### src/rtl/immgen_pipe.sv
// RISC-V immediate generator with a registered output stage and a one-entry skid buffer.
// Beats carry a TAG_W-bit sideband and can be flushed; downstream may stall at any time.
module immgen_pipe #(
    parameter int unsigned XLEN  = 32,
    parameter int unsigned TAG_W = 32
) (
    input  logic             clk_i,
    input  logic             rst_ni,
    input  logic             flush_i,
    input  logic             valid_i,
    output logic             ready_o,
    input  logic [31:0]      instr_i,
    input  logic [2:0]       immsrc_i,
    input  logic [TAG_W-1:0] tag_i,
    output logic             valid_o,
    input  logic             ready_i,
    output logic [XLEN-1:0]  imm_o,
    output logic [TAG_W-1:0] tag_o
);

    // Only XLEN of 32 or 64 is meaningful; the decode is built at 64 bits and truncated.
    localparam int unsigned FULL_W = 64;

    typedef enum logic [1:0] {
        ST_EMPTY = 2'd0,
        ST_ONE   = 2'd1,
        ST_FULL  = 2'd2
    } state_t;

    state_t            state;
    logic              sign;
    logic [FULL_W-1:0] imm_wide;
    logic [XLEN-1:0]   imm_c;
    logic [XLEN-1:0]   sr_imm;
    logic [TAG_W-1:0]  sr_tag;
    logic              accept_c;
    logic              drain_c;
    logic              unused_opcode;

    assign unused_opcode = ^instr_i[6:0];
    assign sign          = instr_i[31];

    // Immediate decode for all eight format codes.
    always_comb begin
        imm_wide = '0;
        case (immsrc_i)
            3'b000: imm_wide = {{52{sign}}, instr_i[31:20]};
            3'b001: imm_wide = {{52{sign}}, instr_i[31:25], instr_i[11:7]};
            3'b010: imm_wide = {{51{sign}}, instr_i[31], instr_i[7], instr_i[30:25],
                                instr_i[11:8], 1'b0};
            3'b011: imm_wide = {{43{sign}}, instr_i[31], instr_i[19:12], instr_i[20],
                                instr_i[30:21], 1'b0};
            3'b100: imm_wide = {52'b0, instr_i[31:20]};
            3'b101: imm_wide = (XLEN == 32) ? {59'b0, instr_i[24:20]}
                                            : {58'b0, instr_i[25:20]};
            3'b110: imm_wide = {52'b0, instr_i[7], instr_i[30:25], instr_i[11:8], 1'b0};
            3'b111: imm_wide = {{32{sign}}, instr_i[31:12], 12'b0};
            default: imm_wide = '0;
        endcase
        imm_c = XLEN'(imm_wide);
    end

    assign accept_c = valid_i && ready_o && !flush_i;
    assign drain_c  = valid_o && ready_i;

    // Occupancy FSM: OR holds the visible beat, SR catches one beat while OR is stalled.
    always_ff @(posedge clk_i or negedge rst_ni) begin
        if (!rst_ni) begin
            state   <= ST_EMPTY;
            valid_o <= 1'b0;
            ready_o <= 1'b1;
            imm_o   <= '0;
            tag_o   <= '0;
            sr_imm  <= '0;
            sr_tag  <= '0;
        end else if (flush_i) begin
            state   <= ST_EMPTY;
            valid_o <= 1'b0;
            ready_o <= 1'b1;
        end else begin
            case (state)
                ST_EMPTY: begin
                    if (accept_c) begin
                        imm_o   <= imm_c;
                        tag_o   <= tag_i;
                        valid_o <= 1'b1;
                        state   <= ST_ONE;
                    end
                end
                ST_ONE: begin
                    if (accept_c && drain_c) begin
                        imm_o <= imm_c;
                        tag_o <= tag_i;
                    end else if (accept_c) begin
                        sr_imm  <= imm_c;
                        sr_tag  <= tag_i;
                        ready_o <= 1'b0;
                        state   <= ST_FULL;
                    end else if (drain_c) begin
                        valid_o <= 1'b0;
                        state   <= ST_EMPTY;
                    end
                end
                ST_FULL: begin
                    // ready_o is low here, so no new beat can arrive alongside the refill.
                    if (drain_c) begin
                        imm_o   <= sr_imm;
                        tag_o   <= sr_tag;
                        ready_o <= 1'b1;
                        state   <= ST_ONE;
                    end
                end
                default: begin
                    state   <= ST_EMPTY;
                    valid_o <= 1'b0;
                    ready_o <= 1'b1;
                end
            endcase
        end
    end

endmodule

### config.mk
export PLATFORM = sky130hd
export DESIGN_NAME = immgen_pipe
export DESIGN_NICKNAME = d
export VERILOG_FILES = /design/src/rtl/immgen_pipe.sv
export SDC_FILE = /design/constraint.sdc
export NUM_CORES = 1
export LEC_CHECK = 0
export CORE_ASPECT_RATIO = 1.2
export CORE_MARGIN = 3
export CORE_UTILIZATION = 30
export DETAILED_ROUTE_END_ITERATION = 12
export GPL_ROUTABILITY_DRIVEN = 0
export MAX_ROUTING_LAYER = met4
export SLEW_MARGIN = 20
export SYNTH_ARGS = -nofsm -noshare
export SYNTH_HDL_FRONTEND = slang
export SYNTH_SLANG_ARGS = --single-unit
### constraint.sdc
create_clock -name clk_i -period 1.8 [get_ports clk_i]
set_input_delay 0.36 -clock clk_i [delete_from_list [all_inputs] [get_ports clk_i]]
set_output_delay 0.36 -clock clk_i [all_outputs]
set_load 0.01 [all_outputs]
After elaboration in Yosys (flattened, before gate mapping)
Index checks and enable logic that the tools add are counted.
Widths: inputs -> output; s select.
{ "op_classes": {"eq_ne": 21, "n_mux": 27, "bitwise": 2, "reduce_logical": 13} }
{ "op_table": {"columns": ["operator", "count"], "rows": [
  ["$pmux 32 s8", 1],
  ["$mux 32", 6],
  ["$pmux 32 s3", 2],
  ["$ne 3x3->1 const B", 6],
  ["$eq 3x3->1 const B", 4],
  ["$mux 2", 6],
  ["$reduce_and 4->1", 3],
  ["$ne 2x2->1 const B", 5],
  ["$reduce_and 5->1", 2],
  ["$mux 1", 9],
  ["$eq 3x2->1 const B", 2],
  ["$pmux 1 s3", 2],
  ["$pmux 2 s3", 1],
  ["$logic_and 1x1->1", 4],
  ["$ne 4x4->1 const B", 1],
  ["$eq 3x1->1 const B", 1],
  ["$logic_not 3->1", 1],
  ["$reduce_bool 3->1", 1],
  ["$eq 2x1->1 const B", 1],
  ["$eq 2x2->1 const B", 1],
  ["$logic_not 2->1", 1],
  ["$not 1->1", 2],
  ["$logic_not 1->1", 1]
]} }
{ "totals": {"regBits": 132, "inputBits": 72, "output_inout_bits": 66, "elab_cells": 70} }

Logic depth before layout (Yosys ltp)
{ "logic_depth": {"ltp_word": 6, "ltp_mapped": 8, "depth_no_buf": 4} }

Worst setup path before layout
Ideal clock, no wire load.
{ "synth_timing": {"path_type": "register to register", "from": "register ready_o", "to": "register imm_o[10]", "arrival_time_ns": 1.621, "t_required_ns": 1.675, "setup_slack_ns": 0.054, "path_stages_with_launch": 7, "path_buffers": 2, "period_less_slack_ns": 1.746, "cell_sequence": "dfstp_2 nand4_1 o211ai_2 and2_1 buf_6 buf_6 mux2_4"} }
{ "synth_via": {"elab_chain_len": 5, "word_cells_on_any_way": 6, "classes_between": "eq/ne: 2; reduce/logical: 4"} }
{ "synth_lines": {"columns": ["element", "line", "text"], "rows": [
  ["start: declaration", "11", "output logic ready_o,"],
  ["start signal: assignment", "71", "ready_o <= 1'b1;"],
  ["start signal: assignment", "79", "ready_o <= 1'b1;"],
  ["start signal: assignment", "97", "ready_o <= 1'b0;"],
  ["$logic_and 1x1->1 * (2 in a row)", "63", "assign accept_c = valid_i && ready_o && !flush_i;"],
  ["$logic_and 1x1->1", "91", "if (accept_c && drain_c) begin"],
  ["$ne 2x2->1 (no line)", null, null],
  ["$reduce_and 5->1 (no line) *", null, null],
  ["end signal: assignment", "84", "imm_o <= imm_c;"],
  ["end signal: assignment", "92", "imm_o <= imm_c;"],
  ["end signal: assignment", "107", "imm_o <= sr_imm;"],
  ["end: declaration", "17", "output logic [XLEN-1:0] imm_o,"]
]} }
Every way passes the cells marked *; elsewhere a longest branch is shown, timed or not.
A chain may end at the register's enable or synchronous reset.

Worst setup path after layout
{ "layout_timing": {"from": "register ready_o", "to": "register imm_o[0]"} }
Same word-level chain as after synthesis.

==> run metrics <==
status=finished clean; RSZ-0062 raised after global routing=true; grt ovf=0; Num Clock Sinks=132; Slew HR=0.6752; post-synth top area cell=dfrtp_1; H-tree depth=4; Pleak=roughly 3.8 nW; initial antenna violation count=1; routing usage on met3=0.04635; r2r setup slk=about 0.011 ns; Num CTS Buffers=17; worst hold-check path type=input port to asynchronous set/reset pin; via count=4866; ranking of synthesized cells by area=dfrtp_1 (54%), nand2_1 (8.5%), mux2_2 (7.4%), a21oi_1 (5.2%), mux2_4 (4.7%); DRT antenna net count=0; chip height=162.4 um; Synth Warn #=0; Worst Setup Path Type=register to register; reg2reg end=imm_o[0]; Crit. End Element=register; minimum clock period=~1.8 ns; first-pass GRT wire length=around 26 mm; 1st-pass router iterations=4; syn nets=between 600 and 700; clk_skew=approximately 0.0074 ns; CP arrival=2.09 ns; crit-path max cell delay=around 0.55 ns; sequential area share after synthesis=0.5405; die area=22130 sq um; commonest non-fill, non-tap cell in the layout=nand2_1; MaxCap Viol Count=0; vias in the first global route=4837; # IOs=between 100 and 150; clock latency on the worst-skew pair=about 0.41 ns; final hold vios=0; Crit path max-delay family=flip-flops; Global Route met2 Usage=0.2409; Final Power=12.47 mW; post-route cell area=around 8700 sq um; CP required=2.10 ns; cells along the critical path=nand4_1 > o211ai_4 > and2_4 > buf_12 > mux2_2; Post-Synthesis Cells=approximately 600; worst reg2reg startpoint=ready_o; gr busiest metal=met2; CP max FO=14; Root Driver=clkbuf_16; R2R cell count=5; Netlist Area Pre-Place=around 6100 sq um; Global Route Usage Sum=0.1554; fmax=558.9 MHz; DRT iter0 DRCs=217; met1 Use GR=0.2012; post-route core utilization=0.4386; Longest Clk Path Bufs=2; Tcrit/Tclk final=0.9940; footprint of the multi-input gates=2565 sq um; Peak VDD IR=673.8 uV; dpl cell area=approximately 8000 sq um; Final setup violation count=0; power per cell area=about 1400 nW/um^2; synthesis-to-finish area growth=41.75%; Worst Tran Pin Value=~0.49 ns; hpwl dp=between 10 and 15 mm; fin. max-slew vios=0; Die X-Extent=136.3 um; ratio of cells with drive above 1 in the final layout=0.1930; commonest non-fill, non-tap cells in the layout=nand2_1 (139), dfrtp_1 (130), clkdlybuf4s50_1 (128), a21oi_1 (64), o21ai_0 (44); Yosys reg bits=132; Netlist cell types=39; Starting Density=0.3094; CP max-delay cell=dfstp_2; total wire length=16.43 mm; Register Area=around 3300 sq um; core area=19760 sq um; register clock-pin slew on the reported worst setup and hold paths=0.06 ns; Filler Cell Count=about 1900; CTS tree=built; Port Buffers=130; Final nets=826; Startpoint Class=register; Fin Setup TNS=0 ns; CP bufs+invs=1; Synth top area share=0.5362; DR vias/cell=roughly 4.7; Avg Inst Size Synth=a little over 10 sq um; # rows=56; largest net degree at the start of global routing=47; DR WL/cell=15.97 um; DRC viols=0
[registers in the layout, summed over array words and instances (netlist names)]
signal   flops
ready_o      1
valid_o      1
state        2
sr_imm      32
tag_o       32
imm_o       32
sr_tag      32
[per-layer routing]
| metal | part of all wire | wire [um] |
|---|---|---|
| met1 | 0.47 | 7676 |
| met2 | 0.48 | 7824 |
| met3 | 0.051 | 845 |
| met4 | 0.0051 | 83 |
| met5 | 0 | 0 |
[power breakdown]
group          total (mW)  switching, mW  internal (mW)
clock network        3.41           1.37           2.04
logic                4.04           1.65           2.39
registers            5.01          0.709           4.30
total                12.5           3.73           8.74
[kinds of logic after synthesis]
kind of cell,synth area share
compound gates,0.1474
mux,0.1367
flops,0.5405
simple gates,0.1273
buf+inv,0.04810
[worst max path at each step]
stage,end,start,cells after the start,slack (ns)
2_1_floorplan,imm_o[10],ready_o,6,0.05
3_3_place_gp,imm_o[28],ready_i,6,-0.37
3_5_place_dp,imm_o[30],ready_i,6,-0.37
4_1_cts,imm_o[7],ready_o,5,0.02
5_1_grt,imm_o[0],ready_o,5,-0.06
6_report,imm_o[0],ready_o,5,0.01
[repair_timing]
action                                 CTS  global route
cloned                                   0             1
buffers inserted                         0             1
gates resized for setup                  2             7
endpoints found under the hold margin   30             0
hold buffers                             1             0
setup endpoints to repair                2            54
pin swaps                                0             0
[area by class of cell]
cell class / count / share of cell area
repair buffers: 179 / 0.2131
multi-input cells: 414 / 0.2960
clock inverters: 15 / 0.01805
flip-flops and latches: 132 / 0.3815
diodes: 1 / 0.0002888
inverters: 10 / 0.004332
clock buffers: 17 / 0.04909
well taps: 261 / 0.03768
[worst reg2reg max path: stages, from the launching register on]
cell	delay, ns
dfstp_2	0.55
nand4_1	0.16
o211ai_4	0.22
and2_4	0.24
buf_12	0.18
mux2_2	0.34
[Yosys cell counts (all sizes together)]
library cell / count
nor2: 13
nor2b: 3
o221ai: 4
o21bai: 1
dfstp: 1
a21o: 1
o21ai: 44
a31oi: 39
or3: 8
o211ai: 2
and2: 2
nand2b: 2
clkbuf: 24
a21oi: 64
nand4b: 1
mux2: 59
buf: 24
dfrtp: 131
nand3: 6
and3b: 1
mux2i: 10
o22ai: 1
inv: 10
nand4bb: 1
o211a: 1
and3: 1
a22oi: 1
nand2: 139
nand4: 5
o31ai: 2
nand3b: 1
nor3: 1
a21boi: 1
[per-stage QoR]
step | hold WS (ns) | instances | setup WS [ns]
after floorplan | 0.06441 | 604 | 0.05365
after global placement | 0.2842 | 993 | -0.3654
after detailed placement | 0.2800 | 993 | -0.3690
after CTS | 0.3970 | 1026 | 0.01961
after global routing | 0.4119 | 1029 | -0.06427
final | 0.4039 | 1029 | 0.01081
Power figures use the tool's default switching activity.
